### src/rtl/ref_window_loader.sv
// ref_window_loader
// Assembles a WIN x WIN reference-pixel window from a narrow stream of
// BEAT_PIX-pixel beats, in row-major order. The finished window is held
// stable until the downstream interpolator signals consume.
//
// Handshake: a beat transfers on a rising edge where in_valid and in_ready
// are both high. in_ready is decoded from the registered state only, so
// there is no combinational path from in_valid to in_ready. in_data is
// ignored whenever in_ready is low.
module ref_window_loader #(
    parameter int WIN      = 15,
    parameter int PIX_W    = 8,
    parameter int BEAT_PIX = 5
) (
    input  logic                       clk,
    input  logic                       rst,
    input  logic                       start,
    input  logic                       in_valid,
    output logic                       in_ready,
    input  logic [BEAT_PIX*PIX_W-1:0]  in_data,
    input  logic                       consume,
    output logic [WIN*WIN*PIX_W-1:0]   window_out,
    output logic                       window_valid,
    output logic                       busy,
    output logic [1:0]                 dbg_state
);

    localparam int BEATS  = WIN / BEAT_PIX;
    localparam int LANE_W = BEAT_PIX * PIX_W;
    localparam int ROW_W  = (WIN > 1) ? $clog2(WIN) : 1;
    localparam int BC_W   = (BEATS > 1) ? $clog2(BEATS) : 1;
    localparam int IDX_W  = $clog2(WIN * WIN * PIX_W);

    typedef enum logic [1:0] {
        ST_IDLE = 2'd0,
        ST_LOAD = 2'd1,
        ST_FULL = 2'd2
    } state_e;

    state_e                     state_q, state_d;
    logic [ROW_W-1:0]           row_cnt_q, row_cnt_d;
    logic [BC_W-1:0]            beat_cnt_q, beat_cnt_d;
    logic [WIN*WIN*PIX_W-1:0]   window_q;
    logic                       accept;
    logic                       last_beat;
    logic                       last_row;
    logic [IDX_W-1:0]           wr_bit;

    // Outputs depend only on the registered state.
    assign in_ready     = (state_q == ST_LOAD);
    assign busy         = (state_q == ST_LOAD);
    assign window_valid = (state_q == ST_FULL);
    assign window_out   = window_q;
    assign dbg_state    = state_q;

    assign accept    = in_valid & in_ready;
    assign last_beat = (beat_cnt_q == BC_W'(BEATS - 1));
    assign last_row  = (row_cnt_q == ROW_W'(WIN - 1));

    // Bit offset of the first pixel of the current beat in the window.
    always_comb begin
        wr_bit = IDX_W'((int'(row_cnt_q) * WIN + int'(beat_cnt_q) * BEAT_PIX) * PIX_W);
    end

    // Next-state and counter logic.
    always_comb begin
        state_d    = state_q;
        row_cnt_d  = row_cnt_q;
        beat_cnt_d = beat_cnt_q;
        case (state_q)
            ST_IDLE: begin
                if (start) begin
                    state_d    = ST_LOAD;
                    row_cnt_d  = '0;
                    beat_cnt_d = '0;
                end
            end
            ST_LOAD: begin
                if (accept) begin
                    if (last_beat) begin
                        beat_cnt_d = '0;
                        if (last_row) begin
                            row_cnt_d = '0;
                            state_d   = ST_FULL;
                        end else begin
                            row_cnt_d = row_cnt_q + ROW_W'(1);
                        end
                    end else begin
                        beat_cnt_d = beat_cnt_q + BC_W'(1);
                    end
                end
            end
            ST_FULL: begin
                if (consume) begin
                    if (start) begin
                        state_d    = ST_LOAD;
                        row_cnt_d  = '0;
                        beat_cnt_d = '0;
                    end else begin
                        state_d = ST_IDLE;
                    end
                end
            end
            default: begin
                state_d    = ST_IDLE;
                row_cnt_d  = '0;
                beat_cnt_d = '0;
            end
        endcase
    end

    // State and counter registers.
    always_ff @(posedge clk or posedge rst) begin
        if (rst) begin
            state_q    <= ST_IDLE;
            row_cnt_q  <= '0;
            beat_cnt_q <= '0;
        end else begin
            state_q    <= state_d;
            row_cnt_q  <= row_cnt_d;
            beat_cnt_q <= beat_cnt_d;
        end
    end

    // Window storage: only the addressed beat lane changes on an accepted beat.
    always_ff @(posedge clk or posedge rst) begin
        if (rst) begin
            window_q <= '0;
        end else if (accept) begin
            window_q[wr_bit +: LANE_W] <= in_data;
        end
    end

endmodule

### config.mk
export PLATFORM = sky130hd
export DESIGN_NAME = ref_window_loader
export DESIGN_NICKNAME = d
export VERILOG_FILES = /design/src/rtl/ref_window_loader.sv
export SDC_FILE = /design/constraint.sdc
export NUM_CORES = 2
export LEC_CHECK = 0
export CAP_MARGIN = 20
export CELL_PAD_IN_SITES_DETAIL_PLACEMENT = 0
export CELL_PAD_IN_SITES_GLOBAL_PLACEMENT = 2
export CORE_AREA = 2 2 714 716
export DETAILED_ROUTE_END_ITERATION = 16
export DIE_AREA = 0 0 716 718
export PLACE_DENSITY_LB_ADDON = 0.08
export SYNTH_ARGS = -nofsm -noshare
export SYNTH_HDL_FRONTEND = slang
export SYNTH_SLANG_ARGS = --single-unit
### constraint.sdc
create_clock -name clk -period 134.7 [get_ports clk]
set_input_delay 20.205 -clock clk [delete_from_list [all_inputs] [get_ports clk]]
set_output_delay 20.205 -clock clk [all_outputs]
set_load 0.01 [all_outputs]
# After elaboration in Yosys (flattened, before gate mapping)
# Index checks and enable logic that the tools add are counted.
# word_totals
reg_bits	1808
out_inout_bits	1805
elab_cells	45
# op_classes
add_sub_neg	4
multipliers	2
n_eq_ne	9
shifts	2
n_mux	19
bitwise	1
reduce_logical	4
# ops
operator	n
bitwise mux 1800 bit	1
variable shift 40 x 13 -> 1800 bit, first input constant	1
variable part select 40 x 13 -> 1800 bit	1
two-way mux 4 bit	5
two-way mux 2 bit	9
negation 11 -> 13 bit	1
case mux 2 bit (3 select lines)	2
case mux 4 bit (3 select lines)	1
adder 8 x 5 -> 8 bit	1
multiplier 4 x 4 -> 8 bit, second input constant	1
inequality test 2 x 1 -> 1 bit, second input constant	3
multiplier 2 x 3 -> 5 bit, second input constant	1
AND reduction 5 bit	1
adder 4 x 1 -> 4 bit, second input constant	1
equality test 2 bit, second input constant	2
equality test 4 bit, second input constant	1
inequality test 2 bit, second input constant	2
AND reduction 3 bit	1
adder 2 x 1 -> 2 bit, second input constant	1
equality test 2 x 1 -> 1 bit, second input constant	1
zero test 2 bit	1
AND reduction 2 bit	1
bitwise AND 1 bit	1
two-way mux 1 bit	1

# Longest topological paths before layout
# logic_depth
word_depth	5
depth_mapped	22

# Worst setup path after synthesis
# No wires, ideal clock.
# synth_timing
path_type	in2reg
start	input port in_valid
end	register window_q[24] (netlist: window_out[24])
setup_time_ns	0.125
arrival_ns	22.067
slack_ns	112.508
stages	7
n_path_buf	3
path_cell_list	nand2_1 clkbuf_1 buf_1 buf_1 nor2_1 o2bb2ai_2 mux2_2
# synth_via
elab_chain_cells	1
# synth_rtl
item	line	source
start, declared	18	input logic in_valid,
bitwise AND 1 bit	56	assign accept = in_valid & in_ready;
end signal, assigned by index	130	window_q[wr_bit +: LANE_W] <= in_data;
end, declared	43	logic [WIN*WIN*PIX_W-1:0] window_q;
# Every way passes these cells.
# A chain may end at the register's enable or synchronous reset.

==> results.md <==
* Mapped Cells at 5116
* Clock Sink Count at 1808
* Num CTS Buffers at 263
* Hold path startpoint: window_out[1127]$_DFFE_PP0P_
* CP cell instances: clkdlybuf4s50_1 > inv_8 > buf_4 > buf_12 > buf_4 > buf_4 > buf_4 > buf_4
* Setup_tns at 0 ps
* Worst setup SP type: input port
* Hold WS at 485.2 ps
* Routability cong. at 0.7788
* Post-synth ARST share at 100.0%
* Placed cell count at 13670
* Flop2flop setup slack at 126650 ps
* Max_cap viols at 0
* Commonest non-fill, non-tap cell in the layout: clkdlybuf4s50_1
* Worst R2R End: window_out[1156]$_DFFE_PP0P_
* Adder-cell share of the synthesized area at 0.4986%
* Drt wl/cell at 36.40 um
* Core ar. at 507100 um2
* CP bufs+invs at 8
* Number of I/O pins at 1850
* Worst path max stage delay at 840 ps
* Number of flops mapped to enable cells by yosys at 0
* Most frequent cells in the layout: clkdlybuf4s50_1 (1841), dfrtp_1 (1808), mux2_2 (1722)
* GR Overflow Total at 0
* Ys flop type: dfrtp_1
* Vias in the first global route at 58920
* Cell repeated most along the worst path: buf_4
* Pre-antenna DRT Iters at 5
* Cells on Worst Hold Path at 2
* Share of cells above drive strength 1 at 35.35%
* Synth Area in Simple Gates at 4.837%
* Starting DRT DRC Count at 2890
* Syn Std Cell Area at 74780 um2
* Hold_buf cts at 0
* Via Count at 55430
* Worst Setup End Kind: asynchronous set/reset pin
* CTS tree: yes
* Number of gates resized after cts at 0
* First-pass GRT wire length at 659500 um
* Clock-pin slew on the worst setup and hold paths at 60 ps
* R2R Path Start: row_cnt_q[0]$_DFFE_PP0P_
* Fin cells at 14170
* Root Driver: clkbuf_16
* Slew headroom at 19.04%
* Synth Register Bits at 1808
* Final Skew at 51.53 ps
* Area growth from synthesis to layout at 50.01%
* Fmax at 0.03988 GHz
* Hold Crit Class: flop to flop
* # DRC at 0
* Tot GR Track Use at 19.49%
* Unrepaired setup endpoints after global routing: no
* Die Wd at 716 um
* Total wire length at 515700 um
* Post-CTS setup buffer count at 0
* CP delay by family, top: buffers and inverters
* NumNets Final at 7282
* Syn_nets at 5186
* Xor/xnor cell area share of the yosys netlist at 0.1991%
* Worst Max-Slew Pin Slew at 1211 ps
* Setup-failing EPs final at 0
* Setup WS pre-CTS at 108410 ps
* Crit path time final at 25080 ps
* Final Hold Viols at 0
* Initial antenna violation count at 98
* Die Ht at 718 um
* DP HPWL at 395700 um
* Synth cell types at 84
* R2R cell count at 17
* Crit path kind: input port to asynchronous set/reset pin
* Post-route ant nets at 0
* Largest net degree at the start of global routing at 123
* Syn. warnings at 0
* Syn avg cell area at 14.62 um2
* Clk_lat worst skew at 920 ps
* Number of H-tree levels at 5
* Crit path max fanout at 122
* Starting Density at 14.75%
* Outcome: finished, final reports clean
* Die area at 514100 um2
* Req. time, crit path at 135580 ps
* Port-buffer cells at 1849
* # rows at 262
* Largest family of logic cells by synthesized area: multiplexers
* Via-per-instance ratio at 3.913
* Max clock buf depth at 4
* Final Cycle Share at 18.62%
* Critical-path top delay cell: buf_4
* Sequential share of the synthesized area at 60.50%
* Critical path arrival at 25960 ps
* Hold Path Sink: window_out[1127]$_DFFE_PP0P_
* Setup ws final at 109620 ps
* Post-synthesis compound-gate area fraction at 5.476%
* Final Slew Violations at 0
* Mux contribution to synthesized area at 26.77%
flip-flops by register name, indices dropped and copies added, names as in the netlist:
signal,flops
dbg_state,2
beat_cnt_q,2
row_cnt_q,4
window_out,1800
metrics by stage:
| stage | utilization [%] | instance area, um2 |
|---|---|---|
| 6_report | 22.12 | 112200 |
| 2_1_floorplan | - | 74780 |
| 5_1_grt | 22.11 | 112100 |
| 3_5_place_dp | 20.38 | 103300 |
| 4_1_cts | 22.09 | 112000 |
| 3_3_place_gp | 20.34 | 103200 |
worst min-delay path: stages (launching register included):
cell	delay (ps)
dfrtp_1	340
nand2_1	50
o21ai_0	60
cell usage after synthesis (all sizes together) (4+ instances only):
cell type	number	area [um2]
clkbuf	176	660.6
a21boi	7	52.55
mux2i	57	570.6
nor2	220	890.9
and3	15	93.84
o32ai	7	80.08
a2111oi	4	66.32
nand3	72	360.4
ha	17	212.7
nor2b	14	87.58
o2bb2ai	4	41.29
dfrtp	1808	45240
fa	8	160.2
a221oi	10	117.6
nand4	26	162.7
a21o	6	45.04
buf	75	384.1
inv	64	240.2
o2111ai	4	35.03
a22oi	38	300.3
o31ai	13	102.6
o22a	15	131.4
a221o	13	130.1
o221ai	5	43.79
a32o	27	270.3
nand2b	7	43.79
nor4	22	305.3
nand2	115	441.7
a32oi	23	201.4
o211ai	9	67.56
a31oi	13	81.33
a2bb2o	5	50.05
xnor2	8	77.58
and2	16	100.1
o22ai	124	782.0
o21ai	38	190.2
nor3	77	889.6
a21oi	107	573.1
a2bb2oi	10	106.4
mux2	1727	19450
or4	11	86.33
a22o	64	560.5
or3	17	106.4
per-layer routing:
layer | part of all wire (%) | up-vias | track usage [%]
li1 | - | 23070 | -
met1 | 39 | 29820 | 22.47
met2 | 50 | 1985 | 34.18
met3 | 7.9 | 513 | 6.360
met4 | 3.3 | 48 | 5.615
met5 | 0.063 | - | 0
how the worst max path moves through the flow:
stage               start                           end  slack (ps)  cells past startpoint
floorplan             rst     beat_cnt_q[0]$_DFFE_PP0P_       63450                      1
global placement      rst   window_out[496]$_DFFE_PP0P_      108520                      8
detailed placement    rst   window_out[624]$_DFFE_PP0P_      108410                      8
CTS                   rst   window_out[883]$_DFFE_PP0P_      109380                      8
global route          rst  window_out[1008]$_DFFE_PP0P_      108780                      8
finish                rst  window_out[1010]$_DFFE_PP0P_      109620                      8
kinds of logic after synthesis:
logic type               count (synthesis)
flip-flops                            1808
multiplexers                          1784
AND/OR/NAND/NOR                        618
AO/OA/AOI/OAI                          553
buffers and inverters                  315
adder cells (fa/ha/maj)                 25
XOR/XNOR                                13
cell type report:
class	instances	area, um2
fillers	53750	394900
flip-flops and latches	1808	45240
multi-input cells	2993	29180
repair buffers	2082	20340
well taps	6732	8423
clock buffers	393	7651
clock inverters	72	1041
inverters	64	247.7
diodes	23	57.56
Power is not shown: default switching activity piles up to over one toggle a cycle in this logic, so the estimate is an artifact.
